File: config.mk
export PLATFORM = sky130hd
export DESIGN_NAME = memory_reader
export DESIGN_NICKNAME = d
export VERILOG_FILES = /design/src/rtl/memory_pkg.sv /design/src/rtl/memory_reader_buffer.sv /design/src/rtl/memory_reader.sv
export SDC_FILE = /design/constraint.sdc
export NUM_CORES = 1
export LEC_CHECK = 0
export CORE_MARGIN = 1
export CORE_UTILIZATION = 50
export CTS_CLUSTER_SIZE = 16
export DETAILED_ROUTE_END_ITERATION = 10
export PLACE_DENSITY = 0.75
export SLEW_MARGIN = 40
export SYNTH_ARGS = -nofsm -noshare
export SYNTH_HDL_FRONTEND = slang
export SYNTH_HIERARCHICAL = 1
export SYNTH_SLANG_ARGS = --single-unit
File: constraint.sdc
create_clock -name clk -period 5.8 [get_ports clk]
set_input_delay 0.87 -clock clk [delete_from_list [all_inputs] [get_ports clk]]
set_output_delay 0.87 -clock clk [all_outputs]
set_load 0.02 [all_outputs]
File: src/rtl/memory_pkg.sv
// Shared definitions for the memory read-side sequencer: address width
// helper, command layout and FSM state encoding.
package memory_pkg;

  // Address width for a given memory depth (at least one bit).
  function automatic int addr_width(input int depth);
    return (depth > 1) ? $clog2(depth) : 1;
  endfunction

  // Default memory geometry used by the command struct below.
  localparam int MEM_D = 256;
  localparam int MEM_A = addr_width(MEM_D);

  // Command word as presented on cmd_data: {count_m1, base}.
  typedef struct packed {
    logic [MEM_A-1:0] count_m1;
    logic [MEM_A-1:0] base;
  } memory_cmd_t;

  // Reader sequencing states.
  typedef enum logic [1:0] {
    IDLE  = 2'd0,
    ISSUE = 2'd1,
    DRAIN = 2'd2
  } reader_state_t;

endpackage

File: src/rtl/memory_reader_buffer.sv
// N-deep, W-wide synchronous FIFO used as the return buffer of the reader.
// The head word is held in flops, so a pushed word becomes visible on the
// output one cycle after the push.
module buffer #(
  parameter int W = 16,
  parameter int N = 4
) (
  input  logic         clk,
  input  logic         rst,
  input  logic [W-1:0] in_data,
  input  logic         in_valid,
  output logic         in_ready,
  output logic [W-1:0] out_data,
  output logic         out_valid,
  input  logic         out_ready
);

  localparam int PW = (N > 1) ? $clog2(N) : 1;
  localparam int CW = $clog2(N + 1);
  localparam logic [CW-1:0] FULL_CNT = CW'(N);

  logic [W-1:0]  r_mem [N];
  logic [PW-1:0] r_wr_ptr;
  logic [PW-1:0] r_rd_ptr;
  logic [CW-1:0] r_count;

  logic w_push;
  logic w_pop;

  assign in_ready  = (r_count != FULL_CNT);
  assign out_valid = (r_count != '0);
  assign out_data  = r_mem[r_rd_ptr];
  assign w_push    = in_valid && in_ready;
  assign w_pop     = out_valid && out_ready;

  genvar gi;
  generate
    for (gi = 0; gi < N; gi++) begin : g_entry
      // Each entry captures the incoming word when the write pointer selects it
      always_ff @(posedge clk or negedge rst) begin
        if (!rst) begin
          r_mem[gi] <= '0;
        end else if (w_push && (r_wr_ptr == PW'(gi))) begin
          r_mem[gi] <= in_data;
        end
      end
    end
  endgenerate

  // Pointers wrap naturally because N is a power of two; count tracks occupancy
  always_ff @(posedge clk or negedge rst) begin
    if (!rst) begin
      r_wr_ptr <= '0;
      r_rd_ptr <= '0;
      r_count  <= '0;
    end else begin
      if (w_push) begin
        r_wr_ptr <= r_wr_ptr + 1'b1;
      end
      if (w_pop) begin
        r_rd_ptr <= r_rd_ptr + 1'b1;
      end
      case ({w_push, w_pop})
        2'b10:   r_count <= r_count + 1'b1;
        2'b01:   r_count <= r_count - 1'b1;
        default: r_count <= r_count;
      endcase
    end
  end

endmodule

File: src/rtl/memory_reader.sv
// Read-side sequencer in front of the memory ar/r channels. Accepts a
// {count_m1, base} command, issues sequential addresses (wrapping modulo D),
// buffers returned words and streams them out with a last marker. A credit
// counter bounds reads in flight to the buffer depth so output back-pressure
// never stalls the memory return channel.
module memory_reader
  import memory_pkg::*;
#(
  parameter int W = 16,
  parameter int D = 256,
  parameter int N = 4
) (
  input  logic                          clk,
  input  logic                          rst,
  input  logic [2*addr_width(D)-1:0]    cmd_data,
  input  logic                          cmd_valid,
  output logic                          cmd_ready,
  output logic [addr_width(D)-1:0]      ar_data,
  output logic                          ar_valid,
  input  logic                          ar_ready,
  input  logic [W-1:0]                  r_data,
  input  logic                          r_valid,
  output logic                          r_ready,
  output logic [W-1:0]                  out_data,
  output logic                          out_valid,
  input  logic                          out_ready,
  output logic                          out_last
);

  localparam int A  = addr_width(D);
  localparam int LW = A + 1;               // holds lengths up to D
  localparam int CW = $clog2(N + 1);       // holds credits up to N
  localparam logic [A-1:0]  ADDR_MAX = A'(D - 1);
  localparam logic [CW-1:0] N_CNT    = CW'(N);
  localparam logic [LW-1:0] ONE_LEN  = LW'(1);

  reader_state_t r_state;
  logic [A-1:0]  r_addr;
  logic [LW-1:0] r_issue_left;
  logic [LW-1:0] r_recv_left;
  logic [LW-1:0] r_popped;
  logic [A-1:0]  r_len_m1;
  logic [CW-1:0] r_credits;

  logic [A-1:0]  w_cmd_count_m1;
  logic [A-1:0]  w_cmd_base;
  logic [LW-1:0] w_cmd_len;
  logic          w_cmd_fire;
  logic          w_ar_fire;
  logic          w_r_fire;
  logic          w_out_fire;
  logic          w_buf_empty;

  assign w_cmd_count_m1 = cmd_data[2*A-1:A];
  assign w_cmd_base     = cmd_data[A-1:0];
  assign w_cmd_len      = {1'b0, w_cmd_count_m1} + 1'b1;

  // Channel controls depend only on registered state, never on the same
  // channel's ready, so valids stay stable until their transfer.
  assign cmd_ready = (r_state == IDLE);
  assign ar_valid  = (r_state == ISSUE) && (r_credits != N_CNT);
  assign ar_data   = r_addr;

  assign w_cmd_fire  = cmd_valid && cmd_ready;
  assign w_ar_fire   = ar_valid && ar_ready;
  assign w_r_fire    = r_valid && r_ready;
  assign w_out_fire  = out_valid && out_ready;
  assign w_buf_empty = !out_valid;

  // The head word is the last one of the command once length-1 words are gone
  assign out_last = out_valid && (r_popped == {1'b0, r_len_m1});

  // Command sequencing: latch the command, step addresses, wait for the drain
  always_ff @(posedge clk or negedge rst) begin
    if (!rst) begin
      r_state      <= IDLE;
      r_addr       <= '0;
      r_issue_left <= '0;
      r_len_m1     <= '0;
    end else begin
      case (r_state)
        IDLE: begin
          if (w_cmd_fire) begin
            r_addr       <= w_cmd_base;
            r_issue_left <= w_cmd_len;
            r_len_m1     <= w_cmd_count_m1;
            r_state      <= ISSUE;
          end
        end
        ISSUE: begin
          if (w_ar_fire) begin
            r_addr       <= (r_addr == ADDR_MAX) ? '0 : r_addr + 1'b1;
            r_issue_left <= r_issue_left - 1'b1;
            if (r_issue_left == ONE_LEN) begin
              r_state <= DRAIN;
            end
          end
        end
        DRAIN: begin
          if ((r_recv_left == '0) && w_buf_empty) begin
            r_state <= IDLE;
          end
        end
        default: r_state <= IDLE;
      endcase
    end
  end

  // Count of beats still expected back from memory for the current command
  always_ff @(posedge clk or negedge rst) begin
    if (!rst) begin
      r_recv_left <= '0;
    end else if (w_cmd_fire) begin
      r_recv_left <= w_cmd_len;
    end else if (w_r_fire && (r_recv_left != '0)) begin
      r_recv_left <= r_recv_left - 1'b1;
    end
  end

  // Count of words already streamed out, used to flag the final word
  always_ff @(posedge clk or negedge rst) begin
    if (!rst) begin
      r_popped <= '0;
    end else if (w_cmd_fire) begin
      r_popped <= '0;
    end else if (w_out_fire) begin
      r_popped <= r_popped + 1'b1;
    end
  end

  // Credits: reads issued but not yet popped; capped at N by gating ar_valid
  always_ff @(posedge clk or negedge rst) begin
    if (!rst) begin
      r_credits <= '0;
    end else begin
      case ({w_ar_fire, w_out_fire})
        2'b10:   r_credits <= r_credits + 1'b1;
        2'b01:   r_credits <= r_credits - 1'b1;
        default: r_credits <= r_credits;
      endcase
    end
  end

  buffer #(
    .W (W),
    .N (N)
  ) u_buffer (
    .clk       (clk),
    .rst       (rst),
    .in_data   (r_data),
    .in_valid  (r_valid),
    .in_ready  (r_ready),
    .out_data  (out_data),
    .out_valid (out_valid),
    .out_ready (out_ready)
  );

endmodule
Yosys cells after proc, flatten, opt, wreduce, memory -nomap -nowiden
Index checks and enable logic that the tools add are counted.

Register bits: 119. Latch bits: 0. Bits in writable memories: 0. ROM bits: 0. Input bits: 38. Output and inout port bits: 29. Logic and storage cells: 92. Memories kept: 0.

Add/subtract/negate cells: 11. $mul: 0. Divide/modulo/power cells: 0. Order comparisons: 1. Equality and inequality tests: 18. Shift operators: 0. Mux-type cells: 21. Bitwise operators: 1. Reductions and logical operators: 26.

Operator list (count): two-way mux 9 bit (6); binary-select mux 16 bit (select 2 bit) (1); two-way mux 16 bit (2); two-way mux 8 bit (3); one-hot mux 9 bit (2 select lines) (1); subtractor 9 x 1 -> 9 bit, second input constant (2); one-hot mux 8 bit (2 select lines) (1); logical AND 1 bit (12); one-hot mux 3 bit (2 select lines) (2); equality test 2 bit, second input constant (5); nonzero test 2 bit (5); adder 8 x 1 -> 9 bit, second input constant (1); adder 9 x 1 -> 9 bit, second input constant (1); equality test 9 x 1 -> 1 bit, second input constant (1); equality test 9 x 8 -> 1 bit (1); logical NOT 9 bit (1); nonzero test 9 bit (1); adder 8 x 1 -> 8 bit, second input constant (1); equality test 2 x 1 -> 1 bit, second input constant (4); equality test 8 bit, second input constant (1); two-way mux 2 bit (4); adder 3 x 1 -> 3 bit, second input constant (2); != test 3 bit, second input constant (2); one-hot mux 2 bit (3 select lines) (1); other kinds (12) (17).

Depth between registers and ports, before layout
Gate-level depths: netlist of run 1.

Depth in word-level cells: 5. Gate-level depth with buffers: 9. Gate-level depth less buffers: 9.

Hierarchy
The synthesis of run 1 kept the hierarchy.

By module, submodules not included: buffer (times used 1, cells an instance 193, area an instance 3390.8 um^2, seq. area each 1776.7 um^2); memory_reader (times used 1, cells an instance 311, area an instance 2890.3 um^2, seq. area each 1201.2 um^2).

Worst setup path before layout of run 1
OpenSTA, ideal clock, no wires.

Path type: flip-flop to output port. Start point: reg r_popped[3]. End point: out out_last. Data arrival time: 1.708 ns. Required time: 4.930 ns. Setup slack: 3.222 ns. Stages on the path, launching flop included: 5. Buffers on the path: 0. Cells stage by stage: dfrtp_1 xor2_1 nor4_1 nand4_1 nor4b_1.

Longest elaborated chain between the ends: 2.

Ends and longest elaborated chain: start, declared (line memory_reader.sv:41) `logic [LW-1:0] r_popped;`; start signal, assigned (line memory_reader.sv:127) `r_popped <= r_popped + 1'b1;`; equality test 9 x 8 -> 1 bit (line memory_reader.sv:71) `assign out_last = out_valid && (r_popped == {1'b0, r_len_m1});`; logical AND 1 bit (line memory_reader.sv:71); end, declared (line memory_reader.sv:27) `output logic out_last`.

No other way between the ends.

Worst setup path after layout of run 1
Start point: reg r_popped[5]. End point: out out_last.

Same word-level chain as after synthesis.

==> results of run 1 <==
[per-layer routing]
| layer | wire [um] | vias to the layer above | GRT usage | part of all wire |
|---|---|---|---|---|
| met5 | 0 | - | 0 | 0 |
| met4 | 130 | 0 | 0.0710 | 0.010 |
| met3 | 509 | 10 | 0.0603 | 0.040 |
| met2 | 6540 | 91 | 0.357 | 0.51 |
| met1 | 5680 | 2085 | 0.278 | 0.44 |
| li1 | - | 1935 | - | - |
[how the worst min path moves through the flow]
stage,from,to,depth (start not counted)
global route,r_credits[2]$_DFFE_PN0P_,r_credits[2]$_DFFE_PN0P_,1
finish,rst,u_buffer/r_mem[42]$_DFFE_PN0P_,1
detailed placement,r_credits[2]$_DFFE_PN0P_,r_credits[2]$_DFFE_PN0P_,1
CTS,r_credits[2]$_DFFE_PN0P_,r_credits[2]$_DFFE_PN0P_,1
global placement,r_credits[2]$_DFFE_PN0P_,r_credits[2]$_DFFE_PN0P_,1
floorplan,r_credits[2]$_DFFE_PN0P_,r_credits[2]$_DFFE_PN0P_,1
[state kept, by name, summed over array words and instances, names as in the netlist]
signal,cells
u_buffer/r_mem,64
ar_data,8
r_recv_left,9
r_issue_left,9
u_buffer/r_wr_ptr,2
r_credits,3
u_buffer/r_rd_ptr,2
u_buffer/r_count,3
r_state,2
r_len_m1,8
r_popped,9
[cell families (layout without fill, tap and decap cells)]
logic type               Yosys count  in the layout
buffers and inverters             43            118
AND/OR/NAND/NOR                  142            142
adder cells (fa/ha/maj)           14             14
XOR/XNOR                          33             33
flip-flops                       119            119
AO/OA/AOI/OAI                     63             63
multiplexers                      90             90
[cells in the final DEF (no fill, tap or decap), types with 6 or more instances in the layout]
cell type / Yosys / layout
sky130_fd_sc_hd__xor2_1: 17 / 17
sky130_fd_sc_hd__mux2_4: 40 / 40
sky130_fd_sc_hd__clkbuf_16: 0 / 17
sky130_fd_sc_hd__ha_1: 12 / 12
sky130_fd_sc_hd__dfrtp_1: 119 / 118
sky130_fd_sc_hd__xnor2_1: 16 / 16
sky130_fd_sc_hd__a21oi_1: 15 / 15
sky130_fd_sc_hd__mux4_2: 16 / 16
sky130_fd_sc_hd__nor2_1: 27 / 27
sky130_fd_sc_hd__clkdlybuf4s50_1: 0 / 65
sky130_fd_sc_hd__o21ai_1: 6 / 6
sky130_fd_sc_hd__inv_1: 18 / 18
sky130_fd_sc_hd__nand3_1: 14 / 14
sky130_fd_sc_hd__nand2_1: 39 / 39
sky130_fd_sc_hd__mux2i_1: 6 / 6
sky130_fd_sc_hd__mux2_2: 27 / 27
sky130_fd_sc_hd__o21ai_0: 10 / 10
sky130_fd_sc_hd__nand4_1: 7 / 7
sky130_fd_sc_hd__nor3_1: 9 / 9
[worst max-delay path, stage by stage, from the launching register on]
cell and delay (ns):
sky130_fd_sc_hd__dfrtp_1 0.43, sky130_fd_sc_hd__xor2_1 0.19, sky130_fd_sc_hd__nor4_1 0.28, sky130_fd_sc_hd__nand4_1 0.15, sky130_fd_sc_hd__nor4b_1 0.31, sky130_fd_sc_hd__clkdlybuf4s50_1 0.65
[layout make-up]
| cell class | instances | area share |
|---|---|---|
| well taps | 168 | 0.0275 |
| repair buffers | 68 | 0.0887 |
| flip-flops and latches | 119 | 0.390 |
| clock buffers | 20 | 0.0611 |
| clock inverters | 12 | 0.0259 |
| inverters | 18 | 0.00885 |
| multi-input cells | 342 | 0.398 |
[through the flow]
step            util  hold WS [ns]
3_5_place_dp   0.575         0.453
3_3_place_gp   0.574         0.453
4_1_cts        0.630         0.464
6_report       0.630         0.449
5_1_grt        0.630         0.485
2_1_floorplan      -         0.433
[where the power goes]
part	switching (mW)	internal, mW
logic	0.859	1.10
registers	0.378	1.23
clock network	0.362	0.795
total	1.60	3.13
==> metrics.md, run 1 <==
| Metric | Value |
|---|---|
| Status | `completed` |
| Maximum clock skew at final layout | `about 0.0086 ns` |
| Mean area per synthesized cell | `12.5 sq um` |
| Vias per cell | `approximately 5.5` |
| DR iter-0 viols | `198` |
| Post-synthesis instance area | `approximately 6300 sq um` |
| Number of H-tree levels | `4` |
| Count of placed standard cells including taps | `a little over 700` |
| Width of the die | `~110 um` |
| Count of port buffers added during placement | `66` |
| CTS root buffer | `sky130_fd_sc_hd__clkbuf_16` |
| Worst relative slew slack | `0.450` |
| Number of ports placed on the die boundary | `67` |
| Max-cap violations | `0` |
| First-pass GRT wire length | `between 20000 and 25000 um` |
| Number of remaining DRC errors | `0` |
| Asr flop ratio synth | `1.00` |
| Worst-Margin Slew | `roughly 0.82 ns` |
| Std-Cell Rows | `40` |
| Antenna violations before repair | `0` |
| Reg2reg start | `r_state[0]$_DFFE_PN0P_` |
| Max Freq | `approximately 300 MHz` |
| Largest fanout on the critical path | `4` |
| Total iterations of the first detailed-routing run | `5` |
| Largest voltage drop on the vdd net | `0.282 mV` |
| Final min period | `~3.3 ns` |
| Crit end category | `output pin` |
| Final setup slack of the worst path | `about 2.5 ns` |
| Fin area | `about 7600 sq um` |
| Clk Latency, worst-skew pair | `0.41 ns` |
| Layout cells sized above 1 | `0.233` |
| CP Data Required Time | `slightly below 5 ns` |
| Number of clock sinks | `119` |
| Biggest area contributors in the synthesized netlist | `sky130_fd_sc_hd__dfrtp_1 47%, sky130_fd_sc_hd__mux2_4 9.6%, sky130_fd_sc_hd__mux4_2 5.7%` |
| Number of buffers inserted to repair setup after CTS | `0` |
| Worst endpoint data arrival time | `between 2 and 2.5 ns` |
| Number of enable flip-flop cells after synthesis | `0` |
| Maximum number of pins on one net before global-route repair | `66` |
| Sequential standard cell area | `2980 sq um` |
| CTS Hold Buffers Added | `0` |
| Global route overflow | `0` |
| Post-placement setup slack | `slightly below 3 ns` |
| Combined global-route utilization of all metal layers | `0.217` |
| Inserted Diodes | `0` |
| Portion of the post-synthesis area used by sequential elements | `0.474` |
| Simple-gate portion of the synthesized area | `0.125` |
| Biggest area consumer among synthesized cells | `sky130_fd_sc_hd__dfrtp_1` |
| Termination of the worst setup path | `out_last` |
| Most used flip-flop cell after synthesis | `sky130_fd_sc_hd__dfrtp_1` |
| DIE AREA | `~13000 sq um` |
| Via total after detailed routing | `just over 4000` |
| Number of unique standard cell types used by synthesis | `between 60 and 70` |
| Reg2Reg Depth | `9` |
| Average routed wire per standard cell | `~17 um` |
| Register-to-register setup slack | `~3.3 ns` |
| Lkg Pwr | `3.25 nW` |
| Crit Path Class | `flop to output pin` |
| Number of buffers added by the clock tree synthesis step | `17` |
| Leading cell types by count after synthesis | `119 x sky130_fd_sc_hd__dfrtp_1, 40 x sky130_fd_sc_hd__mux2_4, 39 x sky130_fd_sc_hd__nand2_1` |
| Number of endpoints failing setup at the final stage | `0` |
| Class of the tightest hold or removal check | `input port to async pin` |
| HPWL Detailed | `around 8600 um` |
| Unrepaired setup endpoints after global routing | `false` |
| Multi-input gate area in the final layout | `approximately 3000 sq um` |
| Routability cong. | `0.838` |
| Area after detailed placement | `around 7000 sq um` |
| Proportion of synthesized area in mux cells | `0.213` |
| Fin nets | `slightly above 600` |
| Pwr/cell area | `619 nW/um^2` |
| Fraction of the mapped netlist area in compound gates | `0.0675` |
| Post-synth top area share | `0.474` |
| Final setup TNS | `0 ns` |
| Post-synthesis instance total | `slightly above 500` |
| Overall Power | `approximately 4.7 mW` |
| Routed Wire Length | `12900 um` |
| Share of the clock period used by the worst path | `0.565` |
| ANT nets after route | `0` |
| Dominant cell by count in the synthesized netlist | `sky130_fd_sc_hd__dfrtp_1` |
| Via count of the first global-routing pass | `roughly 4400` |
| Dominant combinational cell family by area after synthesis | `multiplexers` |
| Total number of yosys warnings | `6` |
| Endpoint of the worst register-to-register path | `r_credits[2]$_DFFE_PN0P_` |
| Layout-stage area growth over the synthesis result | `21.5%` |
| Syn Nets | `556` |
| Fill cells | `a little under 1000` |
| Placeable Area | `between 10000 and 15000 sq um` |
| Startpoint class of the critical path | `flop` |
| Max Transition Viols Final | `0` |
| Non-filler instance count after layout | `approximately 750` |
| Synthesized-area fraction occupied by adder cells | `0.0303` |
| Number of synthesized register bits | `119` |
| Chip height | `114 um` |
| CTS tree | `yes` |
| Initial cell density of the core | `0.519` |
| Maximum clock path buffer count | `2` |
| Number of hold violations in the final report | `0` |
| Gates resized, CTS repair | `0` |
| Parity-gate share of the synthesized area counting xor and xnor cells | `0.0460` |
| Clock slew seen by the registers of the worst setup and hold paths | `about 0.050 ns` |
| Startpoint of the worst setup timing path | `r_popped[5]$_DFFE_PN0P_` |
No activity file was read; power rests on OpenSTA's default activity.
==> run 2: changes to the inputs <==
--- a/config.mk
+++ b/config.mk
@@ -9,7 +9,7 @@
 export CORE_UTILIZATION = 50
 export CTS_CLUSTER_SIZE = 16
 export DETAILED_ROUTE_END_ITERATION = 10
-export PLACE_DENSITY = 0.75
+export PLACE_DENSITY = 0.78
 export SLEW_MARGIN = 40
 export SYNTH_ARGS = -nofsm -noshare
 export SYNTH_HDL_FRONTEND = slang
==> constraint.sdc (replaced) <==
create_clock -name clk -period 2.9 [get_ports clk]
set_input_delay 0.435 -clock clk [delete_from_list [all_inputs] [get_ports clk]]
set_output_delay 0.435 -clock clk [all_outputs]
set_load 0.02 [all_outputs]
==> metrics.md, run 2 (synthesis results as in run 1) <==
| Metric | Value |
|---|---|
| Pwr/cell area | `1220 nW/um^2 (+96%)` |
| Maximum clock path buffer count | `2 (unchanged)` |
| DR iter-0 viols | `260 (+31%)` |
| Placeable Area | `12100 sq um (unchanged)` |
| Fill cells | `960 (-0.31%)` |
| Max Freq | `about 380 MHz` |
| Endpoint of the worst register-to-register path | `r_credits[2]$_DFFE_PN0P_` |
| Layout cells sized above 1 | `0.232 (-0.00147)` |
| First-pass GRT wire length | `21800 um (+1.4%)` |
| Register with the most flip-flops | `u_buffer/r_mem` |
| Register-to-register setup slack | `0.55 ns (-2.75 ns)` |
| Overall Power | `9.28 mW (+96%)` |
| Startpoint of the worst setup timing path | `u_buffer/r_rd_ptr[0]$_DFFE_PN0P_` |
| Number of H-tree levels | `4 (unchanged)` |
| Chip height | `114 um (unchanged)` |
| Combined global-route utilization of all metal layers | `0.218 (+0.000576)` |
| Clock slew seen by the registers of the worst setup and hold paths | `0.05 ns (about the same)` |
| CTS Hold Buffers Added | `0 (unchanged)` |
| DIE AREA | `13000 sq um (unchanged)` |
| Reg2Reg Depth | `9 (unchanged)` |
| Lkg Pwr | `3.29 nW (+1.3%)` |
| Count of port buffers added during placement | `66 (unchanged)` |
| Internal power | `6.07 mW (+94%)` |
| Unrepaired setup endpoints after global routing | `false` |
| Number of endpoints failing setup at the final stage | `0 (unchanged)` |
| CP Buf/Inv Count | `2 (+1)` |
| Average routed wire per standard cell | `17.2 um (-0.23%)` |
| Crit path max-delay family | `buffers and inverters` |
| Reg2reg start | `r_credits[0]$_DFFE_PN0P_` |
| Worst relative slew slack | `0.540 (+0.0896)` |
| Class of the tightest hold or removal check | `input port to async pin` |
| Maximum clock skew at final layout | `0.00746 ns (-0.00117 ns)` |
| Flip-flop count of the largest register after layout | `64 (unchanged)` |
| CTS tree | `yes` |
| Inserted Diodes | `0 (unchanged)` |
| Width of the die | `114 um (unchanged)` |
| Leading cell type in the layout, fill and taps excluded | `sky130_fd_sc_hd__dfrtp_1` |
| Number of remaining DRC errors | `0 (unchanged)` |
| CTS root buffer | `sky130_fd_sc_hd__clkbuf_16` |
| Startpoint class of the critical path | `flop` |
| Initial cell density of the core | `0.519 (unchanged)` |
| Via count of the first global-routing pass | `4473 (+2.4%)` |
| Largest fanout on the critical path | `18 (+14)` |
| Number of buffers added by the clock tree synthesis step | `17 (unchanged)` |
| Worst-case hold slack | `0.0570 ns (-0.392 ns)` |
| Total iterations of the first detailed-routing run | `4 (-1)` |
| Number of buffers inserted to repair setup after CTS | `0 (unchanged)` |
| CP Data Required Time | `2.47 ns (-2.46 ns)` |
| Std-Cell Rows | `40 (unchanged)` |
| Status | `completed` |
| Leading cell types in the layout, fill and taps excluded | `119 x sky130_fd_sc_hd__dfrtp_1, 64 x sky130_fd_sc_hd__clkdlybuf4s50_1, 40 x sky130_fd_sc_hd__mux2_4` |
| Clk Latency, worst-skew pair | `0.41 ns (about the same)` |
| Ordered cell list for the critical path | `buf_4 > mux4_2 > clkdlybuf4s50_1` |
| Most crowded layer after global routing | `met2` |
| Layout-stage area growth over the synthesis result | `21.5% (about the same)` |
| Share of the clock period used by the worst path | `0.911` |
| Worst endpoint data arrival time | `2.21 ns (-0.20 ns)` |
| Met3 Track Usage GR | `0.0598 (-0.000529)` |
| Slowest cell delay on critical path | `0.58 ns (-0.07 ns)` |
| Max-cap violations | `0 (unchanged)` |
| Crit end category | `output pin` |
| ANT nets after route | `0 (unchanged)` |
| Crit Path Class | `flop to output pin` |
| Final core utilization | `0.630 (about the same)` |
| Final min period | `roughly 2.6 ns` |
| GRT met1 Usage | `0.268 (-0.0102)` |
| Number of hold violations in the final report | `0 (unchanged)` |
| Net switching component of the power | `3.21 mW (+100%)` |
| Met2 track utilization from global routing | `0.375 (+0.0182)` |
| HPWL Detailed | `8670 um (+0.67%)` |
| Number of ports placed on the die boundary | `67 (unchanged)` |
| Slowest CP cell | `sky130_fd_sc_hd__mux4_2` |
| Part of the power in the clock network | `0.224 (-0.021)` |
| Final setup TNS | `0 ns (unchanged)` |
| Portion of total power attributed to sequential cells | `0.332 (-0.008)` |
| Antenna violations before repair | `0 (unchanged)` |
| Routed Wire Length | `13000 um (+0.84%)` |
| Worst-Margin Slew | `0.690 ns (-0.134 ns)` |
| Via total after detailed routing | `4252 (+3.2%)` |
| Fraction of power spent switching nets | `0.346 (+0.00731)` |
| Largest voltage drop on the vdd net | `0.666 mV (+140%)` |
| Gates resized, CTS repair | `0 (unchanged)` |
| Max Transition Viols Final | `0 (unchanged)` |
| Maximum number of pins on one net before global-route repair | `54 (-18%)` |
| Routability cong. | `0.858 (+2.4%)` |
| Number of clock sinks | `119 (unchanged)` |
| Global route overflow | `0 (unchanged)` |
| Vias per cell | `5.63 (+2.1%)` |
| Fin nets | `626 (+1.3%)` |
| Share of total power in combinational logic | `0.444 (+0.029)` |
[run 2: cell types whose count changed in the layout (fill, tap and decap cells not counted), moves of 2 or more]
| cell | delta |
|---|---|
| sky130_fd_sc_hd__clkbuf_8 | +2 |
| sky130_fd_sc_hd__and3_1 | +4 |
| sky130_fd_sc_hd__buf_4 | +8 |
| sky130_fd_sc_hd__clkinvlp_4 | -2 |
| sky130_fd_sc_hd__clkinv_2 | +2 |
| sky130_fd_sc_hd__clkbuf_1 | +2 |
| sky130_fd_sc_hd__bufinv_16 | -3 |
| sky130_fd_sc_hd__and3_2 | -4 |
[run 2: how the worst max path moves through the flow]
stage / end / slack (ns) / cells after the start
2_1_floorplan: r_credits[2]$_DFFE_PN0P_ / 0.75 / 9
3_3_place_gp: out_last / 0.52 / 5
3_5_place_dp: out_last / 0.48 / 5
4_1_cts: out_last / 0.04 / 5
5_1_grt: out_data[4] / 0.16 / 3
6_report: out_data[4] / 0.26 / 3
[run 2: cell type report]
class	count	area [sq um]	area share
clock buffers	24	502	0.0658
clock inverters	8	93.8	0.0123
inverters	18	67.6	0.00886
multi-input cells	342	3030	0.397
flip-flops and latches	119	2980	0.390
well taps	168	210	0.0276
repair buffers	76	748	0.0981
[run 2: power by group through the flow]
stage	registers [mW]	logic (mW)	clock network (mW)
finish	3.08	4.12	2.08
global route	3.18	4.46	2.18
CTS	3.07	4.16	2.11
detailed placement	3.08	4.11	0
global placement	3.00	3.99	0
floorplan	2.97	3.02	0
[run 2: layer usage]
layer / vias up / part of all wire
li1: 1963 / -
met1: 2175 / 0.43
met2: 102 / 0.51
met3: 12 / 0.044
met4: 0 / 0.0096
met5: - / 0
[run 2: metrics by stage]
| stage | std cells | cell area [sq um] | worst slack, ns |
|---|---|---|---|
| final | 755 | 7630 | 0.259 |
| after global placement | 723 | 7030 | 0.524 |
| after global routing | 755 | 7630 | 0.158 |
| after CTS | 755 | 7620 | 0.0364 |
| after detailed placement | 723 | 7030 | 0.476 |
| after floorplan | 504 | 6280 | 0.753 |
==> run 3: changes to the inputs <==
--- a/config.mk
+++ b/config.mk
@@ -10,6 +10,7 @@
 export CTS_CLUSTER_SIZE = 16
 export DETAILED_ROUTE_END_ITERATION = 10
 export PLACE_DENSITY = 0.78
+export REMOVE_ABC_BUFFERS = 1
 export SLEW_MARGIN = 40
 export SYNTH_ARGS = -nofsm -noshare
 export SYNTH_HDL_FRONTEND = slang
==> metrics.md, run 3 (synthesis results as in run 1) <==
| Metric | Value |
|---|---|
| Layout cells sized above 1 | `0.235 (+0.00341)` |
| HPWL Detailed | `8740 um (+0.72%)` |
| Startpoint of the worst setup timing path | `u_buffer/r_rd_ptr[0]$_DFFE_PN0P_` |
| Layout-stage area growth over the synthesis result | `22.2%` |
| Number of ports placed on the die boundary | `67 (unchanged)` |
| Via count of the first global-routing pass | `4509 (+0.80%)` |
| Total iterations of the first detailed-routing run | `5 (+1)` |
| Largest fanout on the critical path | `15 (-3)` |
| Startpoint class of the critical path | `flop` |
| Largest voltage drop on the vdd net | `0.583 mV (-12%)` |
| Chip height | `114 um (unchanged)` |
| Count of port buffers added during placement | `66 (unchanged)` |
| Worst endpoint data arrival time | `2.19 ns (-0.02 ns)` |
| Endpoint of the worst register-to-register path | `r_credits[2]$_DFFE_PN0P_` |
| Register with the most flip-flops | `u_buffer/r_mem` |
| Number of H-tree levels | `4 (unchanged)` |
| Termination of the worst setup path | `out_data[7]` |
| Maximum number of pins on one net before global-route repair | `56 (+3.7%)` |
| Crit end category | `output pin` |
| Reg2Reg Depth | `9 (unchanged)` |
| Final setup TNS | `0 ns (unchanged)` |
| Worst relative slew slack | `0.510 (-0.0300)` |
| Max Transition Viols Final | `0 (unchanged)` |
| Average routed wire per standard cell | `18.0 um (+4.6%)` |
| DIE AREA | `13000 sq um (unchanged)` |
| Unrepaired setup endpoints after global routing | `false` |
| Class of the tightest hold or removal check | `input port to async pin` |
| Initial cell density of the core | `0.519 (unchanged)` |
| Routability cong. | `0.843 (-1.7%)` |
| Worst-Margin Slew | `0.735 ns (+0.0450 ns)` |
| Antenna violations before repair | `0 (unchanged)` |
| First-pass GRT wire length | `22400 um (+2.6%)` |
| Fin nets | `626 (unchanged)` |
| Maximum clock path buffer count | `2 (unchanged)` |
| Crit Path Class | `flop to output pin` |
| Clock slew seen by the registers of the worst setup and hold paths | `0.06 ns (about the same)` |
| Non-filler instance count after layout | `755 (unchanged)` |
| Leading cell types in the layout, fill and taps excluded | `119 x sky130_fd_sc_hd__dfrtp_1, 64 x sky130_fd_sc_hd__clkdlybuf4s50_1, 40 x sky130_fd_sc_hd__mux2_4` |
| Flip-flop count of the largest register after layout | `64 (unchanged)` |
| CTS Hold Buffers Added | `0 (unchanged)` |
| CP Data Required Time | `2.47 ns (about the same)` |
| Inserted Diodes | `0 (unchanged)` |
| Clk Latency, worst-skew pair | `0.40 ns (about the same)` |
| DR iter-0 viols | `223 (-14%)` |
| Final min period | `2.63 ns (-0.0116 ns)` |
| Lkg Pwr | `3.29 nW (about the same)` |
| Vias per cell | `5.67 (+0.63%)` |
| Share of the clock period used by the worst path | `0.907 (-0.00399)` |
| Reg2reg start | `r_credits[0]$_DFFE_PN0P_` |
| Leading cell type in the layout, fill and taps excluded | `sky130_fd_sc_hd__dfrtp_1` |
| Width of the die | `114 um (unchanged)` |
| Number of buffers added by the clock tree synthesis step | `17 (unchanged)` |
| CTS tree | `yes` |
| Via total after detailed routing | `4279 (+0.63%)` |
| Number of clock sinks | `119 (unchanged)` |
| Status | `completed` |
| Count of placed standard cells including taps | `723 (unchanged)` |
| Max Freq | `380 MHz (+0.44%)` |
| Combined global-route utilization of all metal layers | `0.222 (+0.00489)` |
| Maximum clock skew at final layout | `0.00593 ns (-0.00153 ns)` |
| Std-Cell Rows | `40 (unchanged)` |
| Global route overflow | `0 (unchanged)` |
| Pwr/cell area | `1240 nW/um^2 (+1.6%)` |
| Number of endpoints failing setup at the final stage | `0 (unchanged)` |
| Number of hold violations in the final report | `0 (unchanged)` |
| Placeable Area | `12100 sq um (unchanged)` |
| Number of remaining DRC errors | `0 (unchanged)` |
| ANT nets after route | `0 (unchanged)` |
| CTS root buffer | `sky130_fd_sc_hd__clkbuf_16` |
| Max-cap violations | `0 (unchanged)` |
| Routed Wire Length | `13600 um (+4.6%)` |
| Register-to-register setup slack | `0.58 ns (+0.03 ns)` |
-- run 3: changes by cell type in the layout (fill, tap and decap cells not counted), moves of 2 or more --
cell	change
sky130_fd_sc_hd__clkbuf_8	-5
sky130_fd_sc_hd__inv_6	+2
sky130_fd_sc_hd__clkinv_2	-3
sky130_fd_sc_hd__clkinvlp_4	+5
sky130_fd_sc_hd__bufinv_16	+2
sky130_fd_sc_hd__clkbuf_1	-2
-- run 3: power breakdown --
part / internal, mW / switching (mW)
clock: 1.44 / 0.783
combinational: 2.26 / 1.90
sequential: 2.46 / 0.640
-- run 3: worst min-delay path by stage --
| stage | end | slack, ns |
|---|---|---|
| final | u_buffer/r_mem[62]$_DFFE_PN0P_ | 0.04 |
| after global routing | u_buffer/r_mem[62]$_DFFE_PN0P_ | 0.09 |
| after detailed placement | r_credits[2]$_DFFE_PN0P_ | 0.46 |
| after floorplan | ar_data[0]$_DFFE_PN0P_ | 0.14 |
| after CTS | u_buffer/r_mem[14]$_DFFE_PN0P_ | 0.06 |
| after global placement | r_credits[2]$_DFFE_PN0P_ | 0.46 |
-- run 3: cell type report --
type / count / area (sq um)
Timing Repair Buffer: 76 / 761
Clock inverter: 15 / 203
Fill cell: 968 / 4440
Inverter: 18 / 67.6
Sequential cell: 119 / 2980
Multi-Input combinational cell: 342 / 3030
Clock buffer: 17 / 425
Tap cell: 168 / 210
-- run 3: routing by layer --
layer  vias up  routed length (um)  track usage
li1       1962                   -            -
met1      2180                5910        0.283
met2       120                6920        0.383
met3        17                 546       0.0445
met4         0                 191       0.0675
met5         -                   0            0
-- run 3: what timing repair did --
action,in CTS,in global routing
resized for setup,0,1
buffers inserted,0,0
endpoints found under the setup margin,0,1
-- run 3: through the flow --
step                      setup WS (ns)  total power [mW]  hold slack [ns]  area (sq um)  utilization
after floorplan                   0.720              5.81            0.139          6070            -
after global placement            0.539              7.04            0.456          7040        0.581
after detailed placement          0.484              7.23            0.460          7040        0.582
after CTS                        0.0573              9.54           0.0646          7670        0.633
after global routing              0.184              10.0           0.0872          7670        0.634
final                             0.270              9.48           0.0423          7670        0.634
-- run 3: critical path: stages, from the launching register on --
cell and delay [ns]:
sky130_fd_sc_hd__dfrtp_1 0.47, sky130_fd_sc_hd__buf_12 0.22, sky130_fd_sc_hd__mux4_2 0.52, sky130_fd_sc_hd__clkdlybuf4s50_1 0.57
